===== src/rtl/pc_fetch_pkg.sv =====
// Shared CPU definitions for the fetch stage: FSM encoding and parameter defaults.
package pc_fetch_pkg;

    typedef enum logic [1:0] {
        BOOT = 2'd0,
        RUN  = 2'd1,
        ERR  = 2'd2
    } fetch_state_t;

    localparam logic [31:0] DEFAULT_RESET_PC   = 32'h0000_0000;
    localparam int unsigned DEFAULT_IMEM_WORDS = 128;

endpackage


===== src/rtl/pc_fetch_pc_next.sv =====
// Next-PC selection (redirect target or PC+4) with alignment and range fault check.
module pc_next
    import pc_fetch_pkg::*;
#(
    parameter int unsigned IMEM_WORDS = DEFAULT_IMEM_WORDS
) (
    input  logic [31:0] pc,
    input  logic        redirect,
    input  logic [31:0] target,
    output logic [31:0] next_pc,
    output logic        fault
);

    always_comb begin
        next_pc = redirect ? target : pc + 32'd4;
        fault   = ({2'b00, next_pc[31:2]} >= IMEM_WORDS)
                  || (redirect && (target[1:0] != 2'b00));
    end

endmodule


===== src/rtl/pc_fetch.sv =====
// Instruction fetch stage: PC register, BOOT/RUN/ERR FSM and the registered fetch output.
module pc_fetch
    import pc_fetch_pkg::*;
#(
    parameter logic [31:0] RESET_PC   = DEFAULT_RESET_PC,
    parameter int unsigned IMEM_WORDS = DEFAULT_IMEM_WORDS
) (
    input  logic        clk,
    input  logic        rst_n,
    output logic [31:0] imem_addr,
    input  logic [31:0] imem_inst,
    input  logic        redirect_valid,
    input  logic [31:0] redirect_target,
    output logic        out_valid,
    input  logic        out_ready,
    output logic [31:0] out_inst,
    output logic [31:0] out_pc,
    output logic [31:0] out_pc_plus4,
    output logic        fetch_err
);

    fetch_state_t state, state_nx;
    logic [31:0]  pc, pc_nx, next_pc;
    logic         fault;
    logic         tail, tail_nx;
    logic         load_out, out_valid_nx, fetch_err_nx;
    logic         advance;

    pc_next #(.IMEM_WORDS(IMEM_WORDS)) u_pc_next (
        .pc      (pc),
        .redirect(redirect_valid),
        .target  (redirect_target),
        .next_pc (next_pc),
        .fault   (fault)
    );

    assign imem_addr = pc;
    assign advance   = ~out_valid | out_ready;

    // tail marks that the last in-range word has been loaded but pc could not step
    // past it; the fault is raised only once that word has been consumed.
    always_comb begin
        state_nx     = state;
        pc_nx        = pc;
        tail_nx      = tail;
        load_out     = 1'b0;
        out_valid_nx = out_valid;
        fetch_err_nx = fetch_err;
        case (state)
            BOOT: begin
                state_nx     = RUN;
                pc_nx        = RESET_PC;
                out_valid_nx = 1'b0;
            end
            RUN: begin
                if (redirect_valid) begin
                    out_valid_nx = 1'b0;
                    tail_nx      = 1'b0;
                    if (fault) begin
                        state_nx     = ERR;
                        fetch_err_nx = 1'b1;
                    end else begin
                        pc_nx = next_pc;
                    end
                end else if (advance) begin
                    if (tail) begin
                        state_nx     = ERR;
                        fetch_err_nx = 1'b1;
                        out_valid_nx = 1'b0;
                    end else begin
                        load_out     = 1'b1;
                        out_valid_nx = 1'b1;
                        if (fault) begin
                            tail_nx = 1'b1;
                        end else begin
                            pc_nx = next_pc;
                        end
                    end
                end
            end
            ERR: begin
                out_valid_nx = 1'b0;
                fetch_err_nx = 1'b1;
            end
            default: begin
                state_nx     = ERR;
                out_valid_nx = 1'b0;
                fetch_err_nx = 1'b1;
            end
        endcase
    end

    always_ff @(posedge clk or negedge rst_n) begin
        if (!rst_n) begin
            state     <= BOOT;
            pc        <= RESET_PC;
            tail      <= 1'b0;
            out_valid <= 1'b0;
            fetch_err <= 1'b0;
        end else begin
            state     <= state_nx;
            pc        <= pc_nx;
            tail      <= tail_nx;
            out_valid <= out_valid_nx;
            fetch_err <= fetch_err_nx;
        end
    end

    always_ff @(posedge clk or negedge rst_n) begin
        if (!rst_n) begin
            out_inst     <= '0;
            out_pc       <= '0;
            out_pc_plus4 <= '0;
        end else if (load_out) begin
            out_inst     <= imem_inst;
            out_pc       <= pc;
            out_pc_plus4 <= pc + 32'd4;
        end
    end

endmodule

===== config.mk =====
export PLATFORM = sky130hd
export DESIGN_NAME = pc_fetch
export DESIGN_NICKNAME = d
export VERILOG_FILES = /design/src/rtl/pc_fetch_pkg.sv /design/src/rtl/pc_fetch_pc_next.sv /design/src/rtl/pc_fetch.sv
export SDC_FILE = /design/constraint.sdc
export NUM_CORES = 1
export LEC_CHECK = 0
export CORE_MARGIN = 10
export CORE_UTILIZATION = 41
export DETAILED_ROUTE_END_ITERATION = 7
export PLACE_DENSITY = 0.76
export SYNTH_ARGS = -nofsm -noshare
export SYNTH_HDL_FRONTEND = slang
export SYNTH_SLANG_ARGS = --single-unit

===== constraint.sdc =====
create_clock -name clk -period 3.1 [get_ports clk]
set_input_delay 0.62 -clock clk [delete_from_list [all_inputs] [get_ports clk]]
set_output_delay 0.62 -clock clk [all_outputs]
set_load 0.005 [all_outputs]

# Word-level counts from Yosys, hierarchy flattened
# Index checks and enable logic that the tools add are counted.
# totals
word_cells	57
output_inout_bits	130
reg_bits	133
# op_classes
reduce_logical	10
n_eq_ne	6
muxes	27
bitwise_logic	4
n_addsub	1
n_lt_le_gt_ge	1
# op_table
cell	n
$mux 32	5
$pmux 32 s2	1
$add 32x3->32 const B	1
$ge 30x8->1 const B	1
$mux 1	15
$ne 3x3->1 const B	4
$mux 2	4
$reduce_and 4->1	2
$pmux 2 s3	1
$reduce_bool 2->1	3
$not 1->1	3
$reduce_and 3->1	1
$eq 2x1->1 const B	1
$eq 2x2->1 const B	1
$logic_not 2->1	1
$pmux 1 s2	1
$reduce_and 2->1	1
$logic_and 1x1->1	1
$logic_or 1x1->1	1
$or 1x1->1	1

# Depth between registers and ports, before layout
# depth
depth_word	9
depth_mapped	12

# Cells and area by module
# From an unflattened synthesis, not the netlist that was laid out.
# hier_totals
hier_cells	738
area_unflattened_um2	6618.8
# by_module_without_submodules
mod	n_inst	area_each_um2	seq_area_each_um2	cells_each
pc_fetch	1	5496.5	3278.1	554
pc_next	1	1122.3	0.0	184

# Worst setup path after synthesis
# Ideal clock, no wire load.
# synth_timing
kind	flip-flop to flip-flop
start	register pc[7] (netlist: imem_addr[7])
end	register pc[8] (netlist: imem_addr[8])
n_path_buf	2
required_time_ps	2974
stages_incl_launch_ff	12
period_less_slack_ps	3132
t_arrival_ps	3006
slack_ps	-32
cell_sequence	dfrtp_1 buf_2 nand3_4 or4_1 buf_2 or3_1 mux2_2 a31oi_1 nor2_1 nor4b_2 nor2_4 a221o_1
# synth_via
elab_chain_cells	9
# synth_lines
element	line	rtl
from (decl)	pc_fetch.sv:23	logic [31:0] pc, pc_nx, next_pc;
from (signal assigned)	pc_fetch.sv:102	pc <= pc_nx;
$add 32x3->32 *	pc_fetch_pc_next.sv:15	next_pc = redirect ? target : pc + 32'd4;
$mux 32 *	pc_fetch_pc_next.sv:15	
$ge 30x8->1	pc_fetch_pc_next.sv:16	fault = ({2'b00, next_pc[31:2]} >= IMEM_WORDS)
$logic_or 1x1->1	pc_fetch_pc_next.sv:17	|| (redirect && (target[1:0] != 2'b00));
$mux 32 *	pc_fetch.sv:59, pc_fetch.sv:73	
$mux 32	pc_fetch.sv:66	if (tail) begin
$mux 32	pc_fetch.sv:65	end else if (advance) begin
$mux 32 *	pc_fetch.sv:56	if (redirect_valid) begin
$pmux 32 s2 *	pc_fetch.sv:49	case (state)
# Mark *: on every way between the ends. The rest lies on a longest branch, timed or not. The select of a mux whose other input is x is not followed.
# A chain may end at the register's enable or synchronous reset.

# Worst setup path in the final report
# layout_timing
start	register pc[3] (netlist: imem_addr[3])
end	register pc[8] (netlist: imem_addr[8])
# The elaborated chain is that of the path after synthesis.

==> metrics.txt <==
status=complete, no violations; ys async rst share=100%; Layout fillers=1108; Seq pwr share=40.4%; Clock Pin Slew Worst Setup and Hold Paths=0.05 ns; H-tree depth=4; Setup Crit Path Kind=reg2reg; final worst slack=0.135 ns; Static Leakage=4.27 nW; CORE AREA=13900 um^2; synth unique cells=49; min Tclk post-route=2.97 ns; WP buf/inv=3; Worst Path Max Fanout=7; main combinational cell family by area after synthesis=simple AND/OR/NAND/NOR gates; via count of the first global-routing pass=5395; die area=19500 um^2; Area Growth Syn to Fin=56.0%; Synth Area in Adders=0.214%; Final HPWL DP=13.6 mm; Mapped Area=5850 um^2; EDFF count, synth=0; Fin. Hold Viols=0; Clock Sinks=131; Least-Margin Pin Slew=0.874 ns; WP data required=3.39 ns; wire per inst=17.2 um; Max VDD drop=0.000332 V; clock buffer depth=2; Die X=139 um; vias per cell=5.04; initial cell density of the core=42.0%; post-synthesis xor/xnor area fraction=4.04%; P_int=4.02 mW; Final Cycle Share=95.7%; # IOs=198; Die Span Y=139 um; DRC violations left=0; combinational fraction of design power=23.3%; WL final=18.5 mm; TritonRoute pass-1 iters=5; CTS tree=yes; Synth Area in Compound Gates=6.84%; Rows=43; largest net degree at the start of global routing=97; sw power=1.35 mW; Avg Inst Size Synth=9.03 um^2; Place WS=-0.219 ns; Startpoint Class=register; crit path DAT=3.26 ns; nets=959; post-synthesis simple-gate area fraction=28.9%; I/O Buffers=197; initial antenna violation count=1; Slew HR=41.7%; clock share of power=36.3%; Yosys reg bits=131; HP Class=in2async; RSZ-0062 raised after global routing=yes; Yosys Warn Count=0; CP dominant cell by count=buf_4; Max Slew Vio Count=0; CP Cell Sequence=ha_1 -> nand4_1 -> buf_4 -> nor3_4 -> xnor2_2 -> nand4_1 -> o31ai_2 -> o221ai_2 -> buf_4 -> nor4b_2 -> buf_4 -> nor2_4 -> a221o_1; Power per Cell Area=588 nW/um^2; Mapped Cells=648; Post-DRT Antenna Nets=0; drt initial violations=315; Layout Cells excl Fill=1080; sequential share of the synthesized area=56.0%; top achievable clock speed=0.337 GHz; grt ovf=0; GRT Total Usage=18.6%; Critical-path top delay cell=dfrtp_1; Sw Ratio=25.1%; Root Driver=clkbuf_16; Crit. End Element=register; post-placement cell count=1044; worst-skew pair later-pin latency=0.41 ns; slowest stage delay, CP=0.41 ns; MaxCap Viol Count=0; final RePlAce weighted congestion=0.858; post-layout util=65.5%; Hold Slack=0.303 ns; first-pass GRT wire length=29.6 mm; Most used DFF post-synth=dfrtp_1; family with the most delay on the worst path=compound AO/OA/AOI/OAI gates; post-synthesis mux area share=0.727%; routed vias=5445; clk_skew=0.00889 ns; share of layout cells above drive strength 1=13.3%; final setup fails=0; CTS Buf Count=17; Synthesized Nets=717
==> synth_stat cells, types with 2 or more instances <==
cell type  count  area [um^2]
dfrtp_1      131         3280
inv_1          7         26.3
o311ai_0       3         26.3
clkbuf_1      28          105
nor3b_1        2         15.0
and2_1        24          150
o21ai_0       13         65.1
or2_2          3         18.8
o41ai_1        2         17.5
nand4_1       13         81.3
mux2i_1        2         20.0
buf_2          7         35.0
nor4_1        11         68.8
nor3_1        14         70.1
buf_4          3         22.5
nand2_1      227          852
nand3_1       15         75.1
a21oi_1       26          130
nand2b_1       2         12.5
o31ai_1        3         22.5
xor2_1         4         35.0
a31oi_1        3         18.8
or4_1          3         22.5
o21ai_1        3         15.0
nor2b_1        3         18.8
or3_1          8         50.1
nor2_1        37          139
mux2_2         2         22.5
xnor2_1       23          201
and3_1         7         43.8
==> sequential cells by signal, indices dropped and copies added, names as in the netlist <==
signal / flops
out_valid: 1
state: 2
tail: 1
out_inst: 32
fetch_err: 1
imem_addr: 32
out_pc_plus4: 30
out_pc: 32
==> power by group through the flow <==
stage / clock network [mW] / logic (mW) / registers (mW)
after floorplan: 0 / 0.328 / 2.23
after global placement: 0 / 1.25 / 2.18
after detailed placement: 0 / 1.27 / 2.20
after CTS: 1.98 / 1.27 / 2.17
after global routing: 2.06 / 1.36 / 2.21
final: 1.95 / 1.25 / 2.17
==> cell type report <==
class | count | area (um^2) | share of cell area (%)
Sequential cell | 131 | 3280 | 35.9
Timing Repair Buffer | 262 | 2520 | 27.6
Multi-Input combinational cell | 471 | 2520 | 27.6
Clock buffer | 21 | 450 | 4.93
Tap cell | 180 | 225 | 2.47
Clock inverter | 7 | 110 | 1.21
Inverter | 7 | 26.3 | 0.288
Antenna cell | 1 | 2.50 | 0.0274
==> kinds of logic (layout without fill, tap and decap cells) <==
family,Yosys count,count (layout)
xor gates and xnor gates,27,27
AOI/OAI and AO/OA,64,64
DFF,131,131
buffers and inverters,46,297
other,0,1
muxes,4,4
and+or+nand+nor,375,375
adders and majority gates,1,1
==> metal layers <==
layer | track usage (%) | routed length, um | vias up | part of all wire (%)
li1 | - | - | 2625 | -
met1 | 23.4 | 7860 | 2596 | 42
met2 | 29.1 | 8730 | 201 | 47
met3 | 6.43 | 1610 | 23 | 8.7
met4 | 6.04 | 322 | 0 | 1.7
met5 | 0 | 0 | - | 0
==> path summary, 6_finish.rpt <==
kind,start,to,slack (ns),cells after the start
max,imem_addr[3],imem_addr[8],0.13,13
min,rst_n,out_pc[16],0.30,1
max reg2reg,imem_addr[3],imem_addr[8],0.13,13
min reg2reg,fetch_err,fetch_err,0.47,1
max in group asynchronous,rst_n,state[0],1.99,2
min in group clk,fetch_err,fetch_err,0.47,1
==> what timing repair did <==
item / CTS / global route
endpoints found under the setup margin: 1 / 29
resized for setup: 2 / 21
setup buffers: 0 / 7
pin swaps: 0 / 13
hold buffers: 0 / 0
==> stage by stage <==
stage               instance area (um^2)  total power, mW  TNS, ns
detailed placement                  8370             3.47    -5.45
CTS                                 8940             5.42        0
global route                        9130             5.63  -0.0405
floorplan                           5850             2.56  -0.0417
finish                              9130             5.37        0
global placement                    8370             3.44    -3.62
==> placed cells by master (no fill, tap or decap), drive strengths merged, types with 2 or more instances in the layout <==
master / instances
o31ai: 4
xnor2: 23
nor2: 38
clkdlybuf4s50: 196
buf: 66
mux2: 2
nor3: 14
nor3b: 2
inv: 7
nand3: 16
dfrtp: 131
and3: 7
or2: 3
nand4: 13
nor4: 12
mux2i: 2
a31oi: 3
or4: 3
clkbuf: 21
o311ai: 3
o21ai: 17
nand2: 227
and2: 24
or3: 8
xor2: 4
nor2b: 3
clkinv: 4
o41ai: 2
bufinv: 3
a21oi: 26
nand2b: 2
No activity file was read; power rests on OpenSTA's default activity.
